## config.mk

```make
export PLATFORM = sky130hd
export DESIGN_NAME = ping_pong_monitor_flat
export DESIGN_NICKNAME = d
export VERILOG_FILES = /design/src/rtl/ping_pong_monitor_if.sv /design/src/rtl/ping_pong_monitor.sv /design/src/flat_wrapper.sv
export SDC_FILE = /design/constraint.sdc
export NUM_CORES = 1
export LEC_CHECK = 0
export ABC_AREA = 1
export BUFFER_PORTS_ARGS = -buffer_cell sky130_fd_sc_hd__buf_2
export CORE_ASPECT_RATIO = 1.5
export CORE_MARGIN = 5
export CORE_UTILIZATION = 58
export DETAILED_ROUTE_END_ITERATION = 7
export PLACE_DENSITY = 0.84
export RECOVER_POWER = 100
export SLEW_MARGIN = 0
export SYNTH_ARGS = -nofsm -noshare
export SYNTH_HDL_FRONTEND = slang
export SYNTH_SLANG_ARGS = --single-unit
```

## constraint.sdc

```tcl
create_clock -name clk -period 3.8 [get_ports clk]
set_clock_uncertainty 0.15 [all_clocks]
set_input_delay 0.76 -clock clk [delete_from_list [all_inputs] [get_ports clk]]
set_output_delay 0.76 -clock clk [all_outputs]
set_load 0.02 [all_outputs]
```

## src/rtl/ping_pong_monitor_if.sv

```systemverilog
// Observation bus between a ping-pong counter and its monitor.
// The master side drives the counter's (out, direction) sample stream.
// The slave side is the monitor, which returns its status outputs.
interface ping_pong_monitor_if #(
  parameter int WIDTH = 4,
  parameter int CNT_W = 8
);
  // Sample stream from the counter under observation
  logic             in_valid;
  logic [WIDTH-1:0] in_out;
  logic             in_dir;

  // Monitor status
  logic [CNT_W-1:0] bounce_cnt;
  logic [CNT_W-1:0] err_cnt;
  logic             step_err;
  logic [WIDTH-1:0] peak;
  logic             peak_vld;
  logic [WIDTH-1:0] valley;
  logic             valley_vld;
  logic [1:0]       state;

  modport master (
    output in_valid, in_out, in_dir,
    input  bounce_cnt, err_cnt, step_err, peak, peak_vld,
           valley, valley_vld, state
  );

  modport slave (
    input  in_valid, in_out, in_dir,
    output bounce_cnt, err_cnt, step_err, peak, peak_vld,
           valley, valley_vld, state
  );
endinterface

```

## src/rtl/ping_pong_monitor.sv

```systemverilog
// Ping-pong counter monitor.
// Watches the registered (out, direction) stream of a ping-pong counter,
// flags every illegal cycle-to-cycle transition, counts legal reversals
// and captures the most recent turning points (peak and valley).
// All outputs are registered; a sample taken on an edge is reflected in
// the outputs right after that same edge.
module ping_pong_monitor #(
  parameter int WIDTH = 4,
  parameter int CNT_W = 8
) (
  input  logic                 clk,
  input  logic                 rst_n,
  input  logic                 clear,
  ping_pong_monitor_if.slave   bus
);

  typedef enum logic [1:0] {
    ST_IDLE = 2'd0,
    ST_UP   = 2'd1,
    ST_DOWN = 2'd2
  } state_t;

  // Saturating increment: all-ones is sticky until reset or clear.
  function automatic logic [CNT_W-1:0] f_sat_inc(input logic [CNT_W-1:0] v);
    logic [CNT_W-1:0] res;
    if (v == {CNT_W{1'b1}}) begin
      res = v;
    end else begin
      res = v + {{(CNT_W-1){1'b0}}, 1'b1};
    end
    return res;
  endfunction

  // Registered state
  state_t           r_state;
  logic [WIDTH-1:0] r_prev_out;
  logic             r_prev_dir;
  logic [CNT_W-1:0] r_bounce_cnt;
  logic [CNT_W-1:0] r_err_cnt;
  logic             r_step_err;
  logic [WIDTH-1:0] r_peak;
  logic             r_peak_vld;
  logic [WIDTH-1:0] r_valley;
  logic             r_valley_vld;

  // Transition classification against the previous accepted sample
  logic [WIDTH-1:0] w_prev_inc;
  logic [WIDTH-1:0] w_prev_dec;
  logic             w_hold;
  logic             w_step_up;
  logic             w_step_dn;
  logic             w_legal;
  logic             w_bounce;

  // Classify the incoming sample; neighbour values wrap modulo 2^WIDTH.
  always_comb begin
    w_prev_inc = r_prev_out + {{(WIDTH-1){1'b0}}, 1'b1};
    w_prev_dec = r_prev_out - {{(WIDTH-1){1'b0}}, 1'b1};
    w_hold     = (bus.in_out == r_prev_out) && (bus.in_dir == r_prev_dir);
    w_step_up  = (bus.in_dir == 1'b1) && (bus.in_out == w_prev_inc);
    w_step_dn  = (bus.in_dir == 1'b0) && (bus.in_out == w_prev_dec);
    w_legal    = w_hold || w_step_up || w_step_dn;
    // A hold never changes direction, so a direction change here is a step.
    w_bounce   = w_legal && (bus.in_dir != r_prev_dir);
  end

  // Monitor FSM: reset/clear, sample acceptance, checking and counting.
  always_ff @(posedge clk) begin
    if (!rst_n || clear) begin
      // Clear has the same effect as reset; a sample arriving with it is dropped.
      r_state      <= ST_IDLE;
      r_prev_out   <= {WIDTH{1'b0}};
      r_prev_dir   <= 1'b0;
      r_bounce_cnt <= {CNT_W{1'b0}};
      r_err_cnt    <= {CNT_W{1'b0}};
      r_step_err   <= 1'b0;
      r_peak       <= {WIDTH{1'b0}};
      r_peak_vld   <= 1'b0;
      r_valley     <= {WIDTH{1'b0}};
      r_valley_vld <= 1'b0;
    end else begin
      // step_err is a one-cycle pulse; only an illegal sample raises it.
      r_step_err <= 1'b0;
      if (bus.in_valid) begin
        case (r_state)
          ST_IDLE: begin
            // First sample after reset/clear only seeds the history.
            r_step_err <= 1'b0;
          end
          ST_UP, ST_DOWN: begin
            if (w_legal) begin
              if (w_bounce) begin
                r_bounce_cnt <= f_sat_inc(r_bounce_cnt);
                if (r_prev_dir) begin
                  r_peak     <= r_prev_out;
                  r_peak_vld <= 1'b1;
                end else begin
                  r_valley     <= r_prev_out;
                  r_valley_vld <= 1'b1;
                end
              end else begin
                r_bounce_cnt <= r_bounce_cnt;
              end
            end else begin
              r_step_err <= 1'b1;
              r_err_cnt  <= f_sat_inc(r_err_cnt);
            end
          end
          default: begin
            // Unreachable encoding: behave like IDLE and resynchronise.
            r_step_err <= 1'b0;
          end
        endcase
        // Every accepted sample, legal or not, becomes the new reference.
        r_prev_out <= bus.in_out;
        r_prev_dir <= bus.in_dir;
        r_state    <= bus.in_dir ? ST_UP : ST_DOWN;
      end else begin
        r_state <= r_state;
      end
    end
  end

  // Drive the status bus straight from registers.
  assign bus.bounce_cnt = r_bounce_cnt;
  assign bus.err_cnt    = r_err_cnt;
  assign bus.step_err   = r_step_err;
  assign bus.peak       = r_peak;
  assign bus.peak_vld   = r_peak_vld;
  assign bus.valley     = r_valley;
  assign bus.valley_vld = r_valley_vld;
  assign bus.state      = r_state;

endmodule
```

## src/flat_wrapper.sv

```systemverilog
// flat-port wrapper written by rule: the top's interface ports become plain ports
module ping_pong_monitor_flat 
#(
  parameter int WIDTH = 4,
  parameter int CNT_W = 8
)
  (clk, rst_n, clear, bus_in_valid, bus_in_out, bus_in_dir, bus_bounce_cnt, bus_err_cnt, bus_step_err, bus_peak, bus_peak_vld, bus_valley, bus_valley_vld, bus_state);
  ping_pong_monitor_if #(.WIDTH(WIDTH), .CNT_W(CNT_W)) bus_i ();
  input  logic clk;
  input  logic rst_n;
  input  logic clear;
  input wire logic [$bits(bus_i.in_valid)-1:0] bus_in_valid;
  input wire logic [$bits(bus_i.in_out)-1:0] bus_in_out;
  input wire logic [$bits(bus_i.in_dir)-1:0] bus_in_dir;
  output wire logic [$bits(bus_i.bounce_cnt)-1:0] bus_bounce_cnt;
  output wire logic [$bits(bus_i.err_cnt)-1:0] bus_err_cnt;
  output wire logic [$bits(bus_i.step_err)-1:0] bus_step_err;
  output wire logic [$bits(bus_i.peak)-1:0] bus_peak;
  output wire logic [$bits(bus_i.peak_vld)-1:0] bus_peak_vld;
  output wire logic [$bits(bus_i.valley)-1:0] bus_valley;
  output wire logic [$bits(bus_i.valley_vld)-1:0] bus_valley_vld;
  output wire logic [$bits(bus_i.state)-1:0] bus_state;
  assign bus_i.in_valid = bus_in_valid;
  assign bus_i.in_out = bus_in_out;
  assign bus_i.in_dir = bus_in_dir;
  assign bus_bounce_cnt = bus_i.bounce_cnt;
  assign bus_err_cnt = bus_i.err_cnt;
  assign bus_step_err = bus_i.step_err;
  assign bus_peak = bus_i.peak;
  assign bus_peak_vld = bus_i.peak_vld;
  assign bus_valley = bus_i.valley;
  assign bus_valley_vld = bus_i.valley_vld;
  assign bus_state = bus_i.state;
  ping_pong_monitor #(.WIDTH(WIDTH), .CNT_W(CNT_W)) u_core (.clk(clk), .rst_n(rst_n), .clear(clear), .bus(bus_i));
endmodule
```

==> impl_metrics.ini <==
[cells_and_area]
antenna-diode-count = 0
layout.area.seq_sq_um = 661
top_library_cells_by_usage_in_the_layout_fill_and_taps_aside = nand2_1 (60), dfxtp_1 (33), a21oi_1 (30)
syn_to_final_growth_pct = 11.8
final_common_cell = nand2_1
drive_gt1_share_pct = 9.39
nFillCells = 299
area_of_combinational_cells_with_multiple_inputs_sq_um = 926
num-nets-final = 289

[detailed_routing]
via_count = 1661
dr.pass1.iters = 4
number_of_remaining_drc_errors = 0
post_drt_wl_per_cell_um = 12.8
ant_nets = 0
drt_iter0_markers = 47
drt_wl_total_um = 4040
vias_per_std_cell = 5.26

[run_status]
outcome = completed

[power]
power.leakage_uw = 0.000801
report.power.total_uw = 702
vdd_drop_max_mv = 0.411
power_density_nw_per_um2 = 355

[critical_path]
critPathArrivalTime_ns = 2.83
crit_fanout = 19
critical_path_class = reg -> reg
critPathRequiredTime_ns = 3.78
cp-end-kind = flop
critical_path.startpoint_type = flop

[cts]
max-clock-path-buffers = 2
post_cts.repair.setup_buffers = 0
cts-htree-levels = 2
clockRootBuffer = clkbuf_8
postCtsHoldBufs = 0
path_clk_slew_ns = 0.07
cts_made_buffers = 5
worst_skew_pair.late_latency_ns = 0.28
post_cts_resize_count = 0
cts_sinks = 33
tritoncts = yes

[synth]
yosys_register_bits = 33
synthesis.area_sq_um = 1770
ys_types = 26
yosys-top-cells-area = dfxtp_1 (37%), nand2_1 (13%), a21oi_1 (8.5%)
synthDominantAreaCellType = dfxtp_1
synth_seq_area_share_pct = 37.4
post-synth-top-area-fraction_pct = 37.4
synth_enable_flop_cells = 0
yosysWarnings = 0
synth_async_sr_flop_share_pct = 0
synth_nets = 252
synthCells = 239
ys.flop_type = dfxtp_1
synth.avg_cell_area_sq_um = 7.39

[global_routing]
vias_in_the_first_global_route = 1584
global_route.usage.total_pct = 22.0
largest_net_degree_at_the_start_of_global_routing = 29
wire_length_of_the_first_global_routing_pass_um = 7060
antenna_found_initial = 0
grt_overflow = 0

[place]
post-dp-hpwl_um = 2960
port_buffers = 37
gp_congestion = 0.878
pre_cts_ws_ns = 1.41

[floorplan]
top_level_ports = 38
floorplan.die_area_sq_um = 4270
die_width_um = 55.1
std_cell_rows = 24
fp.coreArea_sq_um = 2910
die-height_um = 77.6
floorplan.initialDensity_pct = 60.7

[min_path]
hp-class = reg -> reg

[timing]
fin_crit_sh_pct = 75.1
final.setup.worst_slack_ns = 0.946
final.setup.tns_ns = 0
maxClockFrequency_mhz = 350
report.final.hold_viol_count = 0
grt_setup_unrepaired = false
max-slew-margin-rel_pct = 43.0
drv_slew = 0
final_period_minus_worst_setup_slack_ns = 2.85
timing.final.setup_violations = 0
slew_at_the_pin_closest_to_its_max_slew_limit_ns = 0.854

[run]
max-cap-violations = 0
-- kinds of logic after synthesis --
| kind of cell | share of synthesized area (%) |
|---|---|
| DFF | 37.4 |
| and+or+nand+nor | 34.3 |
| buffers and inverters | 8.14 |
| AOI/OAI and AO/OA | 9.91 |
| xor gates and xnor gates | 7.44 |
| adders and majority gates | 2.83 |
-- sequential cells by signal (all words and copies together) (netlist names) --
register               count
u_core.bus.peak_vld        1
u_core.bus.step_err        1
u_core.bus.peak            4
u_core.bus.bounce_cnt      8
u_core.bus.state           2
u_core.bus.valley_vld      1
u_core.bus.valley          4
u_core.r_prev_out          4
u_core.bus.err_cnt         8
-- report_power, final --
part	internal, uW	switching (uW)	total [uW]
Combinational	18.6	40.6	59.2
Sequential	349	5.32	354
Clock	164	125	288
Total	531	171	702
-- stage by stage --
stage	cells	instance area, sq um	hold WS (ns)	util [%]
5_1_grt	316	1980	0.326	67.8
6_report	316	1980	0.303	67.8
3_3_place_gp	308	1950	0.295	66.8
4_1_cts	316	2050	0.304	70.3
2_1_floorplan	239	1770	0.366	-
3_5_place_dp	308	1950	0.293	66.8
-- path summary, 6_finish.rpt --
path / endpoint / slack (ns) / startpoint / cells past startpoint
max: u_core.bus.bounce_cnt[3] / 0.95 / u_core.r_prev_out[0] / 10
min: u_core.bus.peak_vld / 0.30 / u_core.bus.peak_vld / 2
max reg2reg: u_core.bus.bounce_cnt[3] / 0.95 / u_core.r_prev_out[0] / 10
min reg2reg: u_core.bus.peak_vld / 0.30 / u_core.bus.peak_vld / 2
-- area by class of cell --
| cell class | count | area share (%) |
|---|---|---|
| inverter | 24 | 4.56 |
| timing repair buffer | 37 | 7.54 |
| multi-input combinational | 175 | 46.9 |
| clock inverter | 1 | 0.253 |
| clock buffer | 7 | 4.88 |
| sequential | 33 | 33.4 |
| tap | 39 | 2.47 |
-- cells in the mapped netlist (2+ instances only) --
library cell	count
nand3_2	3
a21oi_1	30
nand3_1	13
buf_1	2
inv_1	21
nor2_1	14
xnor2_1	7
nand3_4	2
nand3b_1	2
nor3_1	3
dfxtp_1	33
nand2_2	2
o21ai_0	5
nand2_1	60
xor2_1	8
nand4_1	16
inv_2	3
ha_1	4
buf_4	2
nand4_2	2
nor2_2	2
-- critical path, stage by stage, from the launching register on --
cell and delay, ns:
dfxtp_1 0.49, inv_1 0.14, ha_1 0.32, xnor2_1 0.20
inv_1 0.08, nor2_2 0.07, nand3_1 0.09, nand3_1 0.49
nand3_1 0.44, nand2_1 0.16, a21oi_1 0.07
-- routing by layer --
metal  global-route usage [%]  wire [um]  vias up  part of all wire (%)
met5                        0          0        -                     0
li1                         -          -      861                     -
met2                     39.0       2260       24                    56
met4                     6.81         62        0                   1.5
met1                     24.6       1590      769                    39
met3                     5.17        133        7                   3.3
No activity file was read; power rests on OpenSTA's default activity.
